## src/rtl/dma_copy_engine.sv

```systemverilog
// Memory-to-memory word copy engine: a register-programmed DMA that reads SRC and writes DST, one word at a time.
// Latency: config access completes 1 cycle after acceptance; each copied word costs (rd lat + 1) + (wr lat + 1) cycles.
// Backpressure: the master port holds its request until m_ready_i; the config port services one request every 2 cycles.
//
// Optional build macro: DMA_FILL_EN enables CTRL.FILL (bit4), a pattern fill mode where SRC is written to every DST word.
//
// Ports:
//   clk, rst_n                   clock and asynchronous active-low reset
//   cfg_valid_i / cfg_ready_o    config request / one-cycle completion pulse
//   cfg_addr_i                   config address, bits [3:2] select SRC/DST/LEN/CTRL
//   cfg_wdata_i, cfg_we_i        config write data and byte strobes (any nonzero strobe writes the whole word)
//   cfg_rdata_o                  config read data, valid while cfg_ready_o=1
//   m_valid_o / m_ready_i        master request / completion handshake
//   m_addr_o, m_wdata_o, m_we_o  master request payload, held stable until completion
//   m_rdata_i                    master read data, sampled when m_ready_i=1
//   irq_o                        level interrupt, DONE & IEN
module dma_copy_engine #(
    parameter int ADDR_WIDTH = 32,
    parameter int LEN_WIDTH  = 16
) (
    input  logic                  clk,
    input  logic                  rst_n,
    input  logic                  cfg_valid_i,
    output logic                  cfg_ready_o,
    input  logic [ADDR_WIDTH-1:0] cfg_addr_i,
    input  logic [31:0]           cfg_wdata_i,
    input  logic [3:0]            cfg_we_i,
    output logic [31:0]           cfg_rdata_o,
    output logic                  m_valid_o,
    input  logic                  m_ready_i,
    output logic [ADDR_WIDTH-1:0] m_addr_o,
    output logic [31:0]           m_wdata_o,
    output logic [3:0]            m_we_o,
    input  logic [31:0]           m_rdata_i,
    output logic                  irq_o
);

`ifdef DMA_FILL_EN
    localparam bit FILL_EN = 1'b1;
`else
    localparam bit FILL_EN = 1'b0;
`endif

    typedef enum logic [1:0] {
        S_IDLE = 2'd0,
        S_RD   = 2'd1,
        S_WR   = 2'd2,
        S_FIN  = 2'd3
    } state_t;

    // Programmed registers (never modified by a transfer)
    logic [ADDR_WIDTH-1:0] src_q;
    logic [ADDR_WIDTH-1:0] dst_q;
    logic [LEN_WIDTH-1:0]  len_q;
    logic                  ien_q;
    logic                  done_q;
    logic                  fill_q;

    // Config port
    logic                  cfg_ready_q;
    logic [31:0]           cfg_rdata_q;
    logic [31:0]           cfg_rdata_d;

    // Transfer engine
    state_t                state_q;
    logic [ADDR_WIDTH-1:0] src_ptr_q;
    logic [ADDR_WIDTH-1:0] dst_ptr_q;
    logic [LEN_WIDTH-1:0]  cnt_q;
    logic [31:0]           buf_q;

    // Master port
    logic                  m_valid_q;
    logic [ADDR_WIDTH-1:0] m_addr_q;
    logic [31:0]           m_wdata_q;
    logic [3:0]            m_we_q;

    logic       cfg_accept;
    logic       cfg_wr;
    logic       cfg_rd;
    logic [1:0] cfg_sel;
    logic       busy;
    logic       start_req;
    logic       done_clr;
    logic       fill_wr;
    logic [31:0] src_rd;
    logic       unused_cfg_addr;

    // A request is taken only while no response is pending, which gives the 2-cycle service rate.
    assign cfg_accept = cfg_valid_i & ~cfg_ready_q;
    assign cfg_wr     = cfg_accept & (|cfg_we_i);
    assign cfg_rd     = cfg_accept & ~(|cfg_we_i);
    assign cfg_sel    = cfg_addr_i[3:2];
    assign busy       = (state_q != S_IDLE);

    assign start_req  = cfg_wr && (cfg_sel == 2'd3) && cfg_wdata_i[0] && !busy;
    assign done_clr   = cfg_wr && (cfg_sel == 2'd3) && cfg_wdata_i[2];
    // FILL is usually written together with START, so the launching decision uses the incoming bit.
    assign fill_wr    = FILL_EN & cfg_wdata_i[4];

    // Without fill support SRC is purely an address, so its byte offset reads back as zero.
    assign src_rd = FILL_EN ? 32'(src_q) : 32'({src_q[ADDR_WIDTH-1:2], 2'b00});

    assign unused_cfg_addr = ^{cfg_addr_i[ADDR_WIDTH-1:4], cfg_addr_i[1:0]};

    always_comb begin
        cfg_rdata_d = '0;
        case (cfg_sel)
            2'd0:    cfg_rdata_d = src_rd;
            2'd1:    cfg_rdata_d = 32'(dst_q);
            2'd2:    cfg_rdata_d = 32'(len_q);
            default: cfg_rdata_d = {27'd0, fill_q, ien_q, done_q, busy, 1'b0};
        endcase
    end

    always_ff @(posedge clk or negedge rst_n) begin
        if (!rst_n) begin
            src_q       <= '0;
            dst_q       <= '0;
            len_q       <= '0;
            ien_q       <= 1'b0;
            done_q      <= 1'b0;
            fill_q      <= 1'b0;
            cfg_ready_q <= 1'b0;
            cfg_rdata_q <= '0;
            state_q     <= S_IDLE;
            src_ptr_q   <= '0;
            dst_ptr_q   <= '0;
            cnt_q       <= '0;
            buf_q       <= '0;
            m_valid_q   <= 1'b0;
            m_addr_q    <= '0;
            m_wdata_q   <= '0;
            m_we_q      <= 4'h0;
        end else begin
            cfg_ready_q <= cfg_accept;
            cfg_rdata_q <= cfg_rd ? cfg_rdata_d : 32'd0;

            // Programming writes; transfer parameters are locked while busy, IEN is not.
            if (cfg_wr) begin
                case (cfg_sel)
                    2'd0: if (!busy) src_q <= cfg_wdata_i[ADDR_WIDTH-1:0];
                    2'd1: if (!busy) dst_q <= {cfg_wdata_i[ADDR_WIDTH-1:2], 2'b00};
                    2'd2: if (!busy) len_q <= cfg_wdata_i[LEN_WIDTH-1:0];
                    default: begin
                        ien_q <= cfg_wdata_i[3];
                        // Mode is part of the transfer setup, so it shares the busy lockout.
                        if (!busy) fill_q <= fill_wr;
                    end
                endcase
            end

            // Clear first; the FIN assignment below comes later and therefore wins.
            if (done_clr) done_q <= 1'b0;

            unique case (state_q)
                S_IDLE: begin
                    if (start_req) begin
                        src_ptr_q <= {src_q[ADDR_WIDTH-1:2], 2'b00};
                        dst_ptr_q <= dst_q;
                        cnt_q     <= len_q;
                        done_q    <= 1'b0;
                        if (len_q == '0)  state_q <= S_FIN;
                        else if (fill_wr) state_q <= S_WR;
                        else              state_q <= S_RD;
                    end
                end
                S_RD: begin
                    // The cycle spent in the state before raising valid is the mandatory gap
                    // between completion of one request and issue of the next.
                    if (!m_valid_q) begin
                        m_valid_q <= 1'b1;
                        m_addr_q  <= src_ptr_q;
                        m_we_q    <= 4'h0;
                    end else if (m_ready_i) begin
                        m_valid_q <= 1'b0;
                        buf_q     <= m_rdata_i;
                        state_q   <= S_WR;
                    end
                end
                S_WR: begin
                    if (!m_valid_q) begin
                        m_valid_q <= 1'b1;
                        m_addr_q  <= dst_ptr_q;
                        m_wdata_q <= fill_q ? 32'(src_q) : buf_q;
                        m_we_q    <= 4'hF;
                    end else if (m_ready_i) begin
                        m_valid_q <= 1'b0;
                        m_we_q    <= 4'h0;
                        src_ptr_q <= src_ptr_q + ADDR_WIDTH'(4);
                        dst_ptr_q <= dst_ptr_q + ADDR_WIDTH'(4);
                        cnt_q     <= cnt_q - LEN_WIDTH'(1);
                        if (cnt_q == LEN_WIDTH'(1)) state_q <= S_FIN;
                        else if (fill_q)            state_q <= S_WR;
                        else                        state_q <= S_RD;
                    end
                end
                S_FIN: begin
                    done_q  <= 1'b1;
                    state_q <= S_IDLE;
                end
                default: state_q <= S_IDLE;
            endcase
        end
    end

    assign cfg_ready_o = cfg_ready_q;
    assign cfg_rdata_o = cfg_rdata_q;
    assign m_valid_o   = m_valid_q;
    assign m_addr_o    = m_addr_q;
    assign m_wdata_o   = m_wdata_q;
    assign m_we_o      = m_we_q;
    assign irq_o       = done_q & ien_q;

endmodule

```

## config.mk

```make
export PLATFORM = sky130hd
export DESIGN_NAME = dma_copy_engine
export DESIGN_NICKNAME = d
export VERILOG_FILES = /design/src/rtl/dma_copy_engine.sv
export SDC_FILE = /design/constraint.sdc
export NUM_CORES = 1
export LEC_CHECK = 0
export ABC_AREA = 1
export BUFFER_PORTS_ARGS = -buffer_cell sky130_fd_sc_hd__buf_4
export CAP_MARGIN = 20
export CORE_MARGIN = 2
export CORE_UTILIZATION = 58
export DETAILED_ROUTE_END_ITERATION = 8
export PLACE_DENSITY = 0.81
export REMOVE_ABC_BUFFERS = 1
export SYNTH_ARGS = -nofsm -noshare
export SYNTH_HDL_FRONTEND = slang
export SYNTH_SLANG_ARGS = --single-unit
```

## constraint.sdc

```tcl
create_clock -name clk -period 2.3 [get_ports clk]
set_input_delay 0.575 -clock clk [delete_from_list [all_inputs] [get_ports clk]]
set_output_delay 0.575 -clock clk [all_outputs]
set_load 0.1 [all_outputs]
```

# ---- Yosys cells after proc, flatten, opt, wreduce, memory -nomap -nowiden
# Cells that the tools add are included.
dict set report word_totals {
  regBits 296
  inputBits 104
  wordCells 101
}
dict set report classes {
  addsub 3
  eq_ne 15
  muxes 34
  bitwise_logic 9
  n_reduce_logical 24
}
# cell count
set op_table {}
lappend op_table {{$mux W32} 9}
lappend op_table {{$pmux W32 S2} 3}
lappend op_table {{$pmux W32 S3} 1}
lappend op_table {{$add A32 B3 Y32 const B} 2}
lappend op_table {{$mux W16} 3}
lappend op_table {{$pmux W16 S2} 1}
lappend op_table {{$reduce_and A3 Y1} 6}
lappend op_table {{$eq A16 B1 Y1 const B} 1}
lappend op_table {{$logic_not A16 Y1} 1}
lappend op_table {{$sub A16 B1 Y16 const B} 1}
lappend op_table {{$mux W2} 7}
lappend op_table {{$ne A2 B2 Y1 const B} 7}
lappend op_table {{$mux W4} 3}
lappend op_table {{$eq A2 B2 Y1 const B} 4}
lappend op_table {{$pmux W2 S4} 1}
lappend op_table {{$pmux W4 S2} 1}
lappend op_table {{$reduce_bool A2 Y1} 3}
lappend op_table {{$not A1 Y1} 5}
lappend op_table {{$reduce_and A5 Y1} 1}
lappend op_table {{$and A1 B1 Y1} 4}
lappend op_table {{$eq A2 B1 Y1 const B} 2}
lappend op_table {{$logic_and A1 B1 Y1} 4}
lappend op_table {{$logic_not A2 Y1} 2}
lappend op_table {{$mux W1} 4}
lappend op_table {{other kinds (8)} 9}

# ---- Longest topological paths before layout
dict set report logic_depth {
  depth_word 8
  depth_mapped 12
}

# ---- Worst setup path before layout
# No wires, ideal clock.
dict set report synth_path {
  path_kind {reg2reg}
  startpoint {register m_valid_q (netlist: m_valid_o)}
  endpoint {register m_wdata_q[10] (netlist: m_wdata_o[10])}
  setup_ns 0.126
  t_arrival_ns 2.003
  t_required_ns 2.174
  setup_slack_ns 0.171
  stages_incl_launch_ff 5
  path_buffers 1
  cell_sequence {dfrtp_1 inv_1 nand2_1 buf_2 mux2_2}
}
dict set report synth_via {
  elab_chain_len 2
}
# element line_no
set synth_rtl {}
lappend synth_rtl {{start: declaration} 72} ;# logic m_valid_q;
lappend synth_rtl {{start signal: assignment} 130} ;# m_valid_q <= 1'b0;
lappend synth_rtl {{start signal: assignment} 171} ;# m_valid_q <= 1'b1;
lappend synth_rtl {{start signal: assignment} 175} ;# m_valid_q <= 1'b0;
lappend synth_rtl {{$not A1 Y1 (no source line)} --}
lappend synth_rtl {{$reduce_and A2 Y1 (no source line)} --}
lappend synth_rtl {{end signal: assignment} 184} ;# m_wdata_q <= fill_q ? 32'(src_q) : buf_q;
lappend synth_rtl {{end: declaration} 74} ;# logic [31:0] m_wdata_q;
# Every way passes these cells.
# A chain may end at the register's enable or synchronous reset.

# ---- Worst setup path after layout
dict set report layout_path {
  startpoint {register state_q[0]}
  endpoint {register src_ptr_q[14]}
}
dict set report layout_via {
  elab_chain_len 5
  elab_cells_between_ends 11
  classes_between {4 x eq/ne; 1 x mux; 6 x reduce/logical}
}
# element line_no
set layout_rtl {}
lappend layout_rtl {{start: declaration} 65} ;# state_t state_q;
lappend layout_rtl {{start signal: assignment} 125} ;# state_q <= S_IDLE;
lappend layout_rtl {{start signal: assignment} 162} ;# if (len_q == '0) state_q <= S_FIN;
lappend layout_rtl {{start signal: assignment} 163} ;# else if (fill_wr) state_q <= S_WR;
lappend layout_rtl {{$reduce_bool A2 Y1} 93} ;# assign busy = (state_q != S_IDLE);
lappend layout_rtl {{$logic_not A1 Y1} --}
lappend layout_rtl {{$logic_and A1 B1 Y1} 95} ;# assign start_req = cfg_wr && (cfg_sel == 2'd3) && cfg_wdata_i[0] && !busy;
lappend layout_rtl {{$ne A2 B2 Y1 (no source line)} --}
lappend layout_rtl {{$reduce_and A4 Y1 (no source line)} --}
lappend layout_rtl {{end signal: assignment} 158} ;# src_ptr_q <= {src_q[ADDR_WIDTH-1:2], 2'b00};
lappend layout_rtl {{end signal: assignment} 189} ;# src_ptr_q <= src_ptr_q + ADDR_WIDTH'(4);
lappend layout_rtl {{end: declaration} 66} ;# logic [ADDR_WIDTH-1:0] src_ptr_q;
# Parallel ways exist; a longest one is shown, timed or not.

==> metrics.txt <==
outcome=complete, no violations; clock buffer count from CTS=30; startpoint type of the worst setup path=register; Final Hold Fails=0; number of iterations in the first detailed-routing pass=7; critical path peak fanout=31; Critical Path Max Stage Delay=470 ps; yosys warns=0; Post-Synth XOR/XNOR Area=0.00314; Max Clk Rate=between 0.4 and 0.5 GHz; total number of vias=between 10000 and 15000; Reg clk slew, reported paths=60 ps; Seq/Total Area, Yosys=0.513; cell area after synthesis=between 0.01 and 0.015 mm2; hold slack=229 ps; Worst Clk Skew=13.8 ps; asr flop ratio synth=1.00; Remaining DRCs=0; first-pass GRT wire length=62000 um; EDFF count, synth=0; post-route ant nets=0; GRT met1 Usage=0.412; Synth cell types=41; CTS HTree Levels=1; Synth area leaders=dfrtp_1 (51%), nand2_1 (13%), mux2_2 (6.5%), o21ai_0 (6.3%), inv_1 (4.4%); Tcrit/Tclk final=0.920; clk root buf=clkbuf_16; endpoints failing setup=0; Top Ports=between 200 and 250; Initial Utilization=0.593; fin crit period=2120 ps; routing usage on met2=0.481; LEAKAGE=around 8.3 nW; die width=159 um; Post-CTS Setup Inserts=0; critical path class=reg2reg; Avg Vias per Cell=roughly 5.6; Num Clock Sinks=between 200 and 300; CP max stage cell=inv_2; worst-margin pin slew=655 ps; cell taking the most area after synthesis=dfrtp_1; RePlAce Congestion=0.931; Most Crowded Layer GR=met2; RSZ-0062 raised after global routing=false; Simple-Gate Fraction of Synth Area=0.229; critical path cell sequence=inv_1 > ha_4 > buf_4 > inv_2 > buf_4 > nor3_1 > o21ai_0 > nand2_1 > inv_1; WL per Instance=between 15 and 20 um; slew margin rel.=0.562; Post-layout nets=1971; HP Class=in2reg; CP endpoint kind=register; share of layout cells above drive strength 1=0.197; post-DP HPWL=~27000 um; Die Ht=159 um; main combinational cell family by area after synthesis=simple AND/OR/NAND/NOR gates; Clock Tree Buf Depth=3; Synth Flop Type=dfrtp_1; Post-Synthesis Cells=1684; All-Layer GR Usage=0.300; maxcap violations=0; most common cell in the netlist=nand2_1; compound-gate portion of the synthesized area=0.109; Area Overhead vs Synth=20.7%; Antenna diodes=0; grt met3 use=0.0737; most frequent cells after synthesis=nand2_1 (488), dfrtp_1 (286), o21ai_0 (175), inv_1 (165), nor2_1 (122); setup_tns=0 ps; core area=0.0235 mm2; Avg Cell Area, Syn=8.29 um2; top cell type's share of synthesized area=0.513; Worst EP arrival=2620 ps; PortBufs=around 180; post-synthesis mux area share=0.0670; grt total ovfl=0; WP data required=2810 ps; PwrDens=1670 mW/mm2; DR iter-0 viols=1241; Synth Area in Adders=0.00717; vias in the first global route=12200; Die ar.=0.0253 mm2; largest net degree at the start of global routing=79; peak supply drop=1.58 mV; Seq cells post-synth=286; worst skew pair latency=about 570 ps; row cnt=56; WL final=37800 um; initial antenna violation count=0; CTS tree=yes; Slew Viols, Final=0
==> cell families (layout without fill, tap and decap cells) <==
| group | after synthesis | after routing |
|---|---|---|
| compound gates | 288 | 288 |
| flops | 286 | 286 |
| buf+inv | 245 | 442 |
| fa+ha+maj | 8 | 8 |
| simple gates | 769 | 769 |
| mux | 83 | 83 |
| xor+xnor | 5 | 5 |
==> worst paths after layout <==
kind                                               start                        end  slack [ps]  depth (start not counted)
worst max register to register    state_q[0]$_DFFE_PN0P_  src_ptr_q[14]$_DFFE_PN0P_         180                          9
worst max-delay path              state_q[0]$_DFFE_PN0P_  src_ptr_q[14]$_DFFE_PN0P_         180                          9
worst min-delay path                      cfg_wdata_i[1]       len_q[1]$_DFFE_PN0P_         230                          3
min in group asynchronous                          rst_n   cfg_rdata_o[3]$_DFF_PN0_         490                          2
worst min register to register  m_addr_o[25]$_DFFE_PN0P_   m_addr_o[25]$_DFFE_PN0P_         480                          2
max in group asynchronous                          rst_n   m_addr_o[13]$_DFFE_PN0P_        1000                          3
==> cells in the final DEF, fill, tap and decap left out, drive strengths merged <==
master / count
a211oi: 1
a21o: 1
a21oi: 67
a22oi: 2
a31oi: 2
and3: 2
buf: 218
bufinv: 5
clkbuf: 41
clkinv: 9
clkinvlp: 1
dfrtp: 286
dlygate4sd3: 1
ha: 8
inv: 167
mux2: 83
nand2: 490
nand3: 87
nand3b: 4
nand4: 31
nor2: 127
nor3: 24
nor4: 1
o211ai: 7
o21a: 9
o21ai: 184
o221ai: 3
o22ai: 12
or2: 3
xor2: 5
==> critical path: cells and delay by family, from the launching register on <==
kind / cells / cell delay [ps]
adders and majority gates: 1 / 230
buffers and inverters: 5 / 1120
AOI/OAI and AO/OA: 1 / 150
DFF: 1 / 390
and+or+nand+nor: 2 / 150
==> state kept, by name, indices dropped and copies added (netlist names), 2 cells and up <==
signal / cells
dst_ptr_q: 30
src_q: 30
cfg_rdata_o: 32
src_ptr_q: 30
dst_q: 30
state_q: 2
m_wdata_o: 32
m_addr_o: 31
buf_q: 32
cnt_q: 16
len_q: 16
==> metal layers <==
layer	part of all wire	wire length (um)
met1	0.41	15400
met2	0.46	17400
met3	0.11	4030
met4	0.026	972
met5	0	0
==> stage by stage <==
step | setup WS [ps] | instance area (um2) | cells | util | power, mW
after floorplan | -3370 | 13600 | 1608 | - | 18.7
after global placement | 268 | 15800 | 2145 | 0.670 | 22.4
after detailed placement | 236 | 15800 | 2145 | 0.670 | 22.9
after CTS | 200 | 16800 | 2200 | 0.715 | 28.1
after global routing | 15.6 | 16800 | 2200 | 0.715 | 29.9
final | 183 | 16800 | 2200 | 0.715 | 28.2
==> layout make-up <==
type / count / area, um2
flip-flops and latches: 286 / 7160
fillers: 1862 / 6700
multi-input cells: 1153 / 5830
repair buffers: 219 / 1770
clock buffers: 41 / 842
inverters: 169 / 636
well taps: 319 / 399
clock inverters: 13 / 211
==> what timing repair did <==
item,CTS,global route
hold endpoints to repair,37,0
endpoints found under the setup margin,0,0
hold buffers,1,0
resized for setup,0,0
==> power breakdown <==
group,internal (mW),leakage (nW),switching [mW],total [mW]
registers,7.28,3.53,1.67,8.96
clock network,3.12,0.514,2.02,5.14
logic,4.01,4.21,10.1,14.1
Power figures use the tool's default switching activity.
